==> src/rtl/invaders_pkg.sv <==
// Shared grid geometry and bullet FSM encoding for the
// player bullet and the invaders block.
package invaders_pkg;

   localparam int X_W      = 5;
   localparam int Y_W      = 4;
   localparam int PARK_Y   = 15;
   localparam int LAUNCH_Y = 14;

   typedef enum logic [1:0] {
      IDLE     = 2'd0,
      FLYING   = 2'd1,
      COOLDOWN = 2'd2
   } bullet_state_t;

endpackage

==> src/rtl/bullet_tick_timer.sv <==
// Restartable movement-tick divider; o_tick is high on the
// last count of each TICK_DIV-cycle period while enabled.
module bullet_tick_timer #(
   parameter int TICK_DIV = 600000
) (
   input  logic clk,
   input  logic reset_n,
   input  logic clear,
   input  logic enable,
   output logic o_tick
);

   localparam int CW = (TICK_DIV > 1) ? $clog2(TICK_DIV) : 1;
   localparam logic [CW-1:0] LAST = CW'(TICK_DIV - 1);

   logic [CW-1:0] cnt;

   always_ff @(posedge clk or negedge reset_n) begin
      if (!reset_n) begin
         cnt <= '0;
      end else if (clear) begin
         cnt <= '0;
      end else if (enable) begin
         cnt <= (cnt == LAST) ? '0 : cnt + CW'(1);
      end
   end

   assign o_tick = enable && (cnt == LAST);

endmodule

==> src/rtl/bullet_ctrl.sv <==
// Player bullet: launch on fire edge, climb one row per tick,
// retire on hit or top exit, then cool down before next shot.
module bullet_ctrl #(
   parameter int X_W            = invaders_pkg::X_W,
   parameter int Y_W            = invaders_pkg::Y_W,
   parameter int X_MAX          = 31,
   parameter int LAUNCH_Y       = invaders_pkg::LAUNCH_Y,
   parameter int PARK_Y         = invaders_pkg::PARK_Y,
   parameter int TICK_DIV       = 600000,
   parameter int COOLDOWN_TICKS = 8
) (
   input  logic           i_clk_36MHz,
   input  logic           i_reset_n,
   input  logic           i_fire,
   input  logic [X_W-1:0] i_player_x,
   input  logic           i_hit,
   output logic [X_W-1:0] o_bullet_x,
   output logic [Y_W-1:0] o_bullet_y,
   output logic           o_bullet_active,
   output logic           o_shot_fired,
   output logic           o_miss
);

   localparam logic [1:0] ST_IDLE     = invaders_pkg::IDLE;
   localparam logic [1:0] ST_FLYING   = invaders_pkg::FLYING;
   localparam logic [1:0] ST_COOLDOWN = invaders_pkg::COOLDOWN;

   localparam int CD_W =
      (COOLDOWN_TICKS > 1) ? $clog2(COOLDOWN_TICKS) : 1;
   localparam logic [CD_W-1:0] CD_LAST =
      CD_W'((COOLDOWN_TICKS > 0) ? COOLDOWN_TICKS - 1 : 0);

   localparam logic [X_W-1:0] X_LIM  = X_W'(X_MAX);
   localparam logic [Y_W-1:0] Y_PARK = Y_W'(PARK_Y);
   localparam logic [Y_W-1:0] Y_LNCH = Y_W'(LAUNCH_Y);

   logic [1:0]      state;
   logic [CD_W-1:0] cd_cnt;
   logic            fire_prev;
   logic            fire_edge;
   logic            launch;
   logic            tick;
   logic [X_W-1:0]  x_clamped;

   assign fire_edge = i_fire && !fire_prev;
   assign launch    = (state == ST_IDLE) && fire_edge;
   assign x_clamped = (i_player_x > X_LIM) ? X_LIM : i_player_x;

   bullet_tick_timer #(
      .TICK_DIV (TICK_DIV)
   ) u_tick (
      .clk     (i_clk_36MHz),
      .reset_n (i_reset_n),
      .clear   (launch),
      .enable  (state != ST_IDLE),
      .o_tick  (tick)
   );

   always_ff @(posedge i_clk_36MHz or negedge i_reset_n) begin
      if (!i_reset_n) begin
         state           <= ST_IDLE;
         o_bullet_x      <= '0;
         o_bullet_y      <= Y_PARK;
         o_bullet_active <= 1'b0;
         o_shot_fired    <= 1'b0;
         o_miss          <= 1'b0;
         cd_cnt          <= '0;
         fire_prev       <= 1'b0;
      end else begin
         fire_prev    <= i_fire;
         o_shot_fired <= 1'b0;
         o_miss       <= 1'b0;
         case (state)
            ST_IDLE: begin
               if (fire_edge) begin
                  state           <= ST_FLYING;
                  o_bullet_active <= 1'b1;
                  o_bullet_y      <= Y_LNCH;
                  o_bullet_x      <= x_clamped;
                  o_shot_fired    <= 1'b1;
               end
            end
            ST_FLYING: begin
               // a hit outranks a coincident tick
               if (i_hit || (tick && o_bullet_y == '0)) begin
                  state           <= ST_COOLDOWN;
                  o_bullet_active <= 1'b0;
                  o_bullet_y      <= Y_PARK;
                  o_bullet_x      <= '0;
                  o_miss          <= !i_hit;
                  cd_cnt          <= '0;
               end else if (tick) begin
                  o_bullet_y <= o_bullet_y - Y_W'(1);
               end
            end
            ST_COOLDOWN: begin
               if (COOLDOWN_TICKS == 0 || (tick && cd_cnt == CD_LAST)) begin
                  state  <= ST_IDLE;
                  cd_cnt <= '0;
               end else if (tick) begin
                  cd_cnt <= cd_cnt + CD_W'(1);
               end
            end
            default: begin
               state           <= ST_IDLE;
               o_bullet_active <= 1'b0;
               o_bullet_y      <= Y_PARK;
               o_bullet_x      <= '0;
            end
         endcase
      end
   end

endmodule

==> config.mk <==
export PLATFORM = sky130hd
export DESIGN_NAME = bullet_ctrl
export DESIGN_NICKNAME = d
export VERILOG_FILES = /design/src/rtl/invaders_pkg.sv /design/src/rtl/bullet_tick_timer.sv /design/src/rtl/bullet_ctrl.sv
export SDC_FILE = /design/constraint.sdc
export NUM_CORES = 1
export LEC_CHECK = 0
export BUFFER_PORTS_ARGS = -buffer_cell sky130_fd_sc_hd__buf_2
export CORE_MARGIN = 4
export CORE_UTILIZATION = 35
export DETAILED_ROUTE_END_ITERATION = 10
export SLEW_MARGIN = 25
export SYNTH_ARGS = -nofsm -noshare
export SYNTH_HDL_FRONTEND = slang
export SYNTH_HIERARCHICAL = 1
export SYNTH_SLANG_ARGS = --single-unit
==> constraint.sdc <==
create_clock -name i_clk_36MHz -period 6.1 [get_ports i_clk_36MHz]
set_clock_uncertainty 0.2 [all_clocks]
set_input_delay 0.305 -clock i_clk_36MHz [delete_from_list [all_inputs] [get_ports i_clk_36MHz]]
set_output_delay 0.305 -clock i_clk_36MHz [all_outputs]
set_load 0.05 [all_outputs]
=== Word level (Yosys, flattened, before mapping) ===
Index checks and enable logic that the tools add are counted.

* Latch bits: 0
* Output and inout bits: 12
* Bits of input ports: 9
* Memories: 0
* Word-level logic and storage cells: 66
* Flip-flop bits (word level): 38
* Bits in read-only memories: 0
* Bits in writable memories: 0

* $add $sub $neg: 3
* Bitwise logic cells: 1
* $mul: 0
* Reduce and logical (&&, ||, !) cells: 17
* Magnitude comparators: 1
* Div/mod/pow operators: 0
* Mux-type cells: 26
* Shift-type cells: 0
* Equal/unequal tests: 9

{| class="wikitable"
|+ Operator list
! cell !! count
|-
| $mux 20 || 3
|-
| $add 20x1->20 const B || 1
|-
| $eq 20x20->1 const B || 1
|-
| $mux 5 || 3
|-
| $pmux 5 s3 || 1
|-
| $mux 4 || 3
|-
| $pmux 4 s3 || 1
|-
| $reduce_and 3->1 || 4
|-
| $mux 3 || 3
|-
| $mux 1 || 6
|-
| $mux 2 || 3
|-
| $ne 2x2->1 const B || 3
|-
| $ne 3x3->1 const B || 2
|-
| $pmux 2 s3 || 1
|-
| $pmux 3 s2 || 1
|-
| $reduce_bool 2->1 || 3
|-
| $gt 5x5->1 const B || 1
|-
| $logic_and 1x1->1 || 5
|-
| $logic_not 4->1 || 1
|-
| $sub 4x1->4 const B || 1
|-
| $add 3x1->3 const B || 1
|-
| $eq 3x3->1 const B || 1
|-
| $pmux 1 s3 || 1
|-
| $eq 2x1->1 const B || 1
|-
| other kinds (5) || 6
|}

=== Longest topological paths before layout ===
* Word-level depth: 6
* Gate-level depth with buffers: 7
* Depth with buffers taken out: 7

=== Hierarchy ===
The synthesis kept the hierarchy.

{| class="wikitable"
|+ Modules (own cells, without submodules)
! module !! area an instance (um^2) !! cells each !! seq. area each (um^2) !! times used
|-
| bullet_tick_timer || 1067.3 || 112 || 500.5 || 1
|-
| bullet_ctrl || 870.8 || 71 || 455.4 || 1
|}

=== Worst setup path after synthesis ===
OpenSTA, ideal clock, no wires.

* Path type: register to register
* From: register state[0]
* To: register u_tick.cnt[14]
* Data required time: 5.781 ns
* Path slack: 3.398 ns
* Path buffers: 0
* Arrival time: 2.383 ns
* Setup time: 0.119 ns
* Clock period less this slack: 2.702 ns
* Stages on the path, launching flop included: 8
* Path through: dfrtp_1 -> or2_1 -> nor3b_2 -> nor2_1 -> or3_1 -> nor3_1 -> xnor2_1 -> nor2_1

* Word-level cells in the longest chain between the ends: 3
* Elaborated cells between the ends (all ways): 5
* Those cells by class: mux (1); reduce/logical (4)

{| class="wikitable"
|+ RTL lines
! item !! line !! text
|-
| from (decl) || bullet_ctrl.sv:37 || <nowiki>logic [1:0] state;</nowiki>
|-
| from (signal assigned) || bullet_ctrl.sv:61 || <nowiki>state <= ST_IDLE;</nowiki>
|-
| from (signal assigned) || bullet_ctrl.sv:76 || <nowiki>state <= ST_FLYING;</nowiki>
|-
| from (signal assigned) || bullet_ctrl.sv:86 || <nowiki>state <= ST_COOLDOWN;</nowiki>
|-
| $logic_not 2->1 (*) || bullet_ctrl.sv:46 || <nowiki>assign launch = (state == ST_IDLE) && fire_edge;</nowiki>
|-
| $logic_and 1x1->1 (*) || bullet_ctrl.sv:46 ||
|-
| via launch || bullet_ctrl.sv:41 || <nowiki>logic launch;</nowiki>
|-
| $mux 20 or $reduce_bool 2->1 (tied branches) || n/a ||
|-
| to (signal assigned) || bullet_tick_timer.sv:24 || <nowiki>cnt <= (cnt == LAST) ? '0 : cnt + CW'(1);</nowiki>
|-
| to (decl) || bullet_tick_timer.sv:16 || <nowiki>logic [CW-1:0] cnt;</nowiki>
|}

The timed path passes the listed nets; every way through them passes the cells marked *.
A chain may end at the register's enable or synchronous reset.

=== Worst setup path after layout ===
Same ends and word-level chain as after synthesis.

==> metrics.cfg <==
[critical_path]
cp.required_ps=6060
cp-start-kind=flop
regToRegSetupSlack_ps=2910
reg2reg_from=state[0]$_DFFE_PN0P_
worstRegToRegCells=7
cp_max_fo=16
arrival_ps=3150
critical_path_class=reg -> reg
worst_setup_path_end_kind=flop
worst_r2r_endpoint=u_tick/cnt[14]$_DFFE_PN0P_
cp-startpoint=state[0]$_DFFE_PN0P_
critical_path.endpoint=u_tick/cnt[14]$_DFFE_PN0P_

[global_route]
grt_pass1_wl_um=6440
grt-ovfl-total=0
grt_max_degree=39
grt_antenna_before_repair=0
grt_pass1_vias=1389
globalRouteTotalUtil_pct=12.4

[cts]
clock_slew_at_the_register_clock_pins_of_the_worst_setup_and_hold_paths_ps=80
clk_latency_ps=290
cts.root.buffer_cell=sky130_fd_sc_hd__clkbuf_8
cts_setup_buffers=0
cts.sink_count=38
cts.htree.levels=2
tritoncts_clock_tree=done
clock_buffer_count_from_cts=5
cts.repair.resized=0
clock_tree.buffer_depth=2

[placement]
routabilityCongestion=0.742
numPortBuffers=20
place_hpwl_um=2580

[timing]
period_needed_ps=3190
finalHoldViolCount=0
slew_headroom_pct=40.4
slew_violations=0
clock.fmax_mhz=314
finalSetupViolations=0
layout_worst_path_cycle_share_pct=52.2
grt_setup_unrepaired=false
worst_pin_slew_ps=890
setup_tns_ps=0

[run_status]
status=finished, final reports clean

[power]
power.static_leakage_uw=0.00104
share_seq_of_total_power_pct=38.6
power.share.switching_pct=36.4
combinationalPowerShare_pct=32.3
power.share.clock_pct=29.0
highest_ir_drop_seen_on_vdd_mv=0.248
p_sw_uw=330
design_power_total_uw=906
power_report.internal_total_uw=576
power_density_nw_per_um2=399

[floorplanning]
fp-row-count=26
core-area_um2=5240
die-height_um=82.4
dieArea_um2=6790
initial_core_util_pct=37.0
pin_count=21
die_w_um=82.4

[yosys]
yosys.cell_types.count=46
postSynthRegisterBits=38
ys.warnings.count=6
syn_inst=183
synthesis.area_per_instance_um2=10.6
mappedNetlistArea_um2=1940
post_synthesis_sequential_area_ratio_pct=49.3
synthesis.nets=197

[route]
routed_wl_um=3610
dr.first_iter.drc_count=32
routed_via_density=5.01
routed-via-count=1407
firstDrtPassIters=4
route.detailed.drc=0
routed_wl_per_cell_um=12.9
drt.antenna.violating_nets=0

[final_layout]
fraction_of_layout_instances_using_a_drive_strength_above_1_pct=21.3
num_antenna_cells=0
n_fill_cell=494
area_growth_pct=17.2
layout.nets=224

[min_path]
hp-class=in -> reg

[run]
max_cap_viol_count=0

-- synth_stat cells (all sizes together) --
library cell,n,area [µm²]
a21o,3,22.5
a21oi,3,15.0
a221o,1,10.0
a22o,6,53.8
a311oi,1,8.76
a32oi,1,8.76
and3,5,32.5
and3b,1,8.76
and4bb,1,16.3
buf,3,23.8
dfrtp,34,851
dfstp,4,105
ha,5,62.6
inv,8,30.0
mux2,3,41.3
mux2i,2,20.0
nand2,11,41.3
nand2b,1,6.26
nand3,11,55.1
nand4,5,37.5
nor2,24,90.1
nor2b,2,12.5
nor3,3,15.0
nor3b,4,35.0
nor4,5,37.5
o2111ai,1,8.76
o21ai,6,30.0
o22ai,2,26.3
o311a,1,21.3
o31ai,2,15.0
or2,3,18.8
or3,4,25.0
or3b,1,8.76
or4,1,11.3
or4b,1,10.0
xnor2,8,70.1
xor2,6,52.6
-- repair_timing --
action	in CTS	in global routing
hold buffers	2	0
setup endpoints to repair	0	0
endpoints found under the hold margin	35	0
-- worst min-delay path by stage --
stage | from | end | slack (ps) | cells past startpoint
2_1_floorplan | i_reset_n | cd_cnt[0]$_DFFE_PN0P_ | -190 | 0
3_3_place_gp | i_fire | fire_prev$_DFF_PN0_ | 250 | 1
3_5_place_dp | i_fire | fire_prev$_DFF_PN0_ | 250 | 1
4_1_cts | i_player_x[4] | o_bullet_x[4]$_DFFE_PN0P_ | 20 | 2
5_1_grt | i_player_x[0] | o_bullet_x[0]$_DFFE_PN0P_ | 20 | 2
6_report | i_player_x[3] | o_bullet_x[3]$_DFFE_PN0P_ | 30 | 2
-- critical path, stage by stage (launching register included) --
cell,delay (ps)
sky130_fd_sc_hd__dfrtp_1,480
sky130_fd_sc_hd__or2_1,380
sky130_fd_sc_hd__nor3b_2,760
sky130_fd_sc_hd__nor2_1,310
sky130_fd_sc_hd__or3_1,510
sky130_fd_sc_hd__nor3_1,210
sky130_fd_sc_hd__xnor2_1,150
sky130_fd_sc_hd__nor2_1,50
-- metrics by stage --
stage | instances | area (µm²) | util, % | hold WS, ps | setup slack [ps]
floorplan | 183 | 1940 | - | -191 | 3400
global placement | 271 | 2110 | 40.3 | 252 | 3020
detailed placement | 271 | 2110 | 40.3 | 253 | 2910
CTS | 281 | 2270 | 43.4 | 20.4 | 2900
global route | 281 | 2270 | 43.4 | 15.8 | 2660
finish | 281 | 2270 | 43.4 | 30.4 | 2910
-- layer usage --
| layer | up-vias | wire length (µm) | part of all wire [%] | GRT usage [%] |
|---|---|---|---|---|
| met1 | 670 | 1800 | 50 | 16.6 |
| met3 | 5 | 146 | 4.0 | 3.04 |
| li1 | 708 | - | - | - |
| met2 | 24 | 1600 | 44 | 18.6 |
| met5 | - | 0 | 0 | 0 |
| met4 | 0 | 72 | 2.0 | 6.15 |
-- cell families after synthesis --
family                     after synthesis  synth area share (%)
AOI/OAI and AO/OA                       27                  11.4
and+or+nand+nor                         83                  23.8
buffers and inverters                   11                  2.78
adders and majority gates                5                  3.23
muxes                                    5                  3.16
xor gates and xnor gates                14                  6.33
DFF                                     38                  49.3
-- cell usage in the layout (no fill, tap or decap), types with 2 or more instances in the layout --
| cell type | count |
|---|---|
| sky130_fd_sc_hd__o31ai_1 | 2 |
| sky130_fd_sc_hd__a21o_1 | 3 |
| sky130_fd_sc_hd__dfrtp_1 | 34 |
| sky130_fd_sc_hd__mux2i_1 | 2 |
| sky130_fd_sc_hd__clkbuf_8 | 6 |
| sky130_fd_sc_hd__inv_1 | 8 |
| sky130_fd_sc_hd__buf_2 | 20 |
| sky130_fd_sc_hd__bufinv_16 | 2 |
| sky130_fd_sc_hd__dlygate4sd3_1 | 2 |
| sky130_fd_sc_hd__and3_1 | 4 |
| sky130_fd_sc_hd__a21oi_1 | 3 |
| sky130_fd_sc_hd__or2_1 | 3 |
| sky130_fd_sc_hd__xor2_1 | 6 |
| sky130_fd_sc_hd__nor2_1 | 24 |
| sky130_fd_sc_hd__or3_1 | 4 |
| sky130_fd_sc_hd__nor3_1 | 3 |
| sky130_fd_sc_hd__nand3_1 | 11 |
| sky130_fd_sc_hd__xnor2_1 | 8 |
| sky130_fd_sc_hd__mux2_4 | 2 |
| sky130_fd_sc_hd__nand4_1 | 4 |
| sky130_fd_sc_hd__nor3b_1 | 3 |
| sky130_fd_sc_hd__nor4_1 | 4 |
| sky130_fd_sc_hd__dfstp_2 | 4 |
| sky130_fd_sc_hd__nand2_1 | 11 |
| sky130_fd_sc_hd__ha_1 | 5 |
| sky130_fd_sc_hd__a22o_1 | 5 |
| sky130_fd_sc_hd__nor2b_1 | 2 |
| sky130_fd_sc_hd__o21ai_0 | 6 |
-- power groups by stage --
| stage | clock (µW) | combinational [µW] | sequential, µW |
|---|---|---|---|
| 2_1_floorplan | 0 | 142 | 437 |
| 3_3_place_gp | 0 | 291 | 354 |
| 3_5_place_dp | 0 | 295 | 353 |
| 4_1_cts | 270 | 297 | 350 |
| 5_1_grt | 281 | 320 | 357 |
| 6_report | 263 | 293 | 350 |
-- cell type report --
| type | instances | area, µm² | share of cell area, % |
|---|---|---|---|
| timing repair buffer | 23 | 128 | 5.62 |
| inverter | 8 | 30.0 | 1.32 |
| clock buffer | 6 | 82.6 | 3.63 |
| sequential | 38 | 956 | 42.1 |
| tap | 70 | 87.6 | 3.85 |
| clock inverter | 2 | 60.1 | 2.64 |
| multi-input combinational | 134 | 928 | 40.9 |
-- registers in the layout, summed over array words and instances (netlist names) --
register	count
state	2
o_miss	1
u_tick/cnt	20
o_bullet_y	4
fire_prev	1
o_shot_fired	1
o_bullet_x	5
o_bullet_active	1
cd_cnt	3
Note: power is estimated with default switching activity, not from simulation.
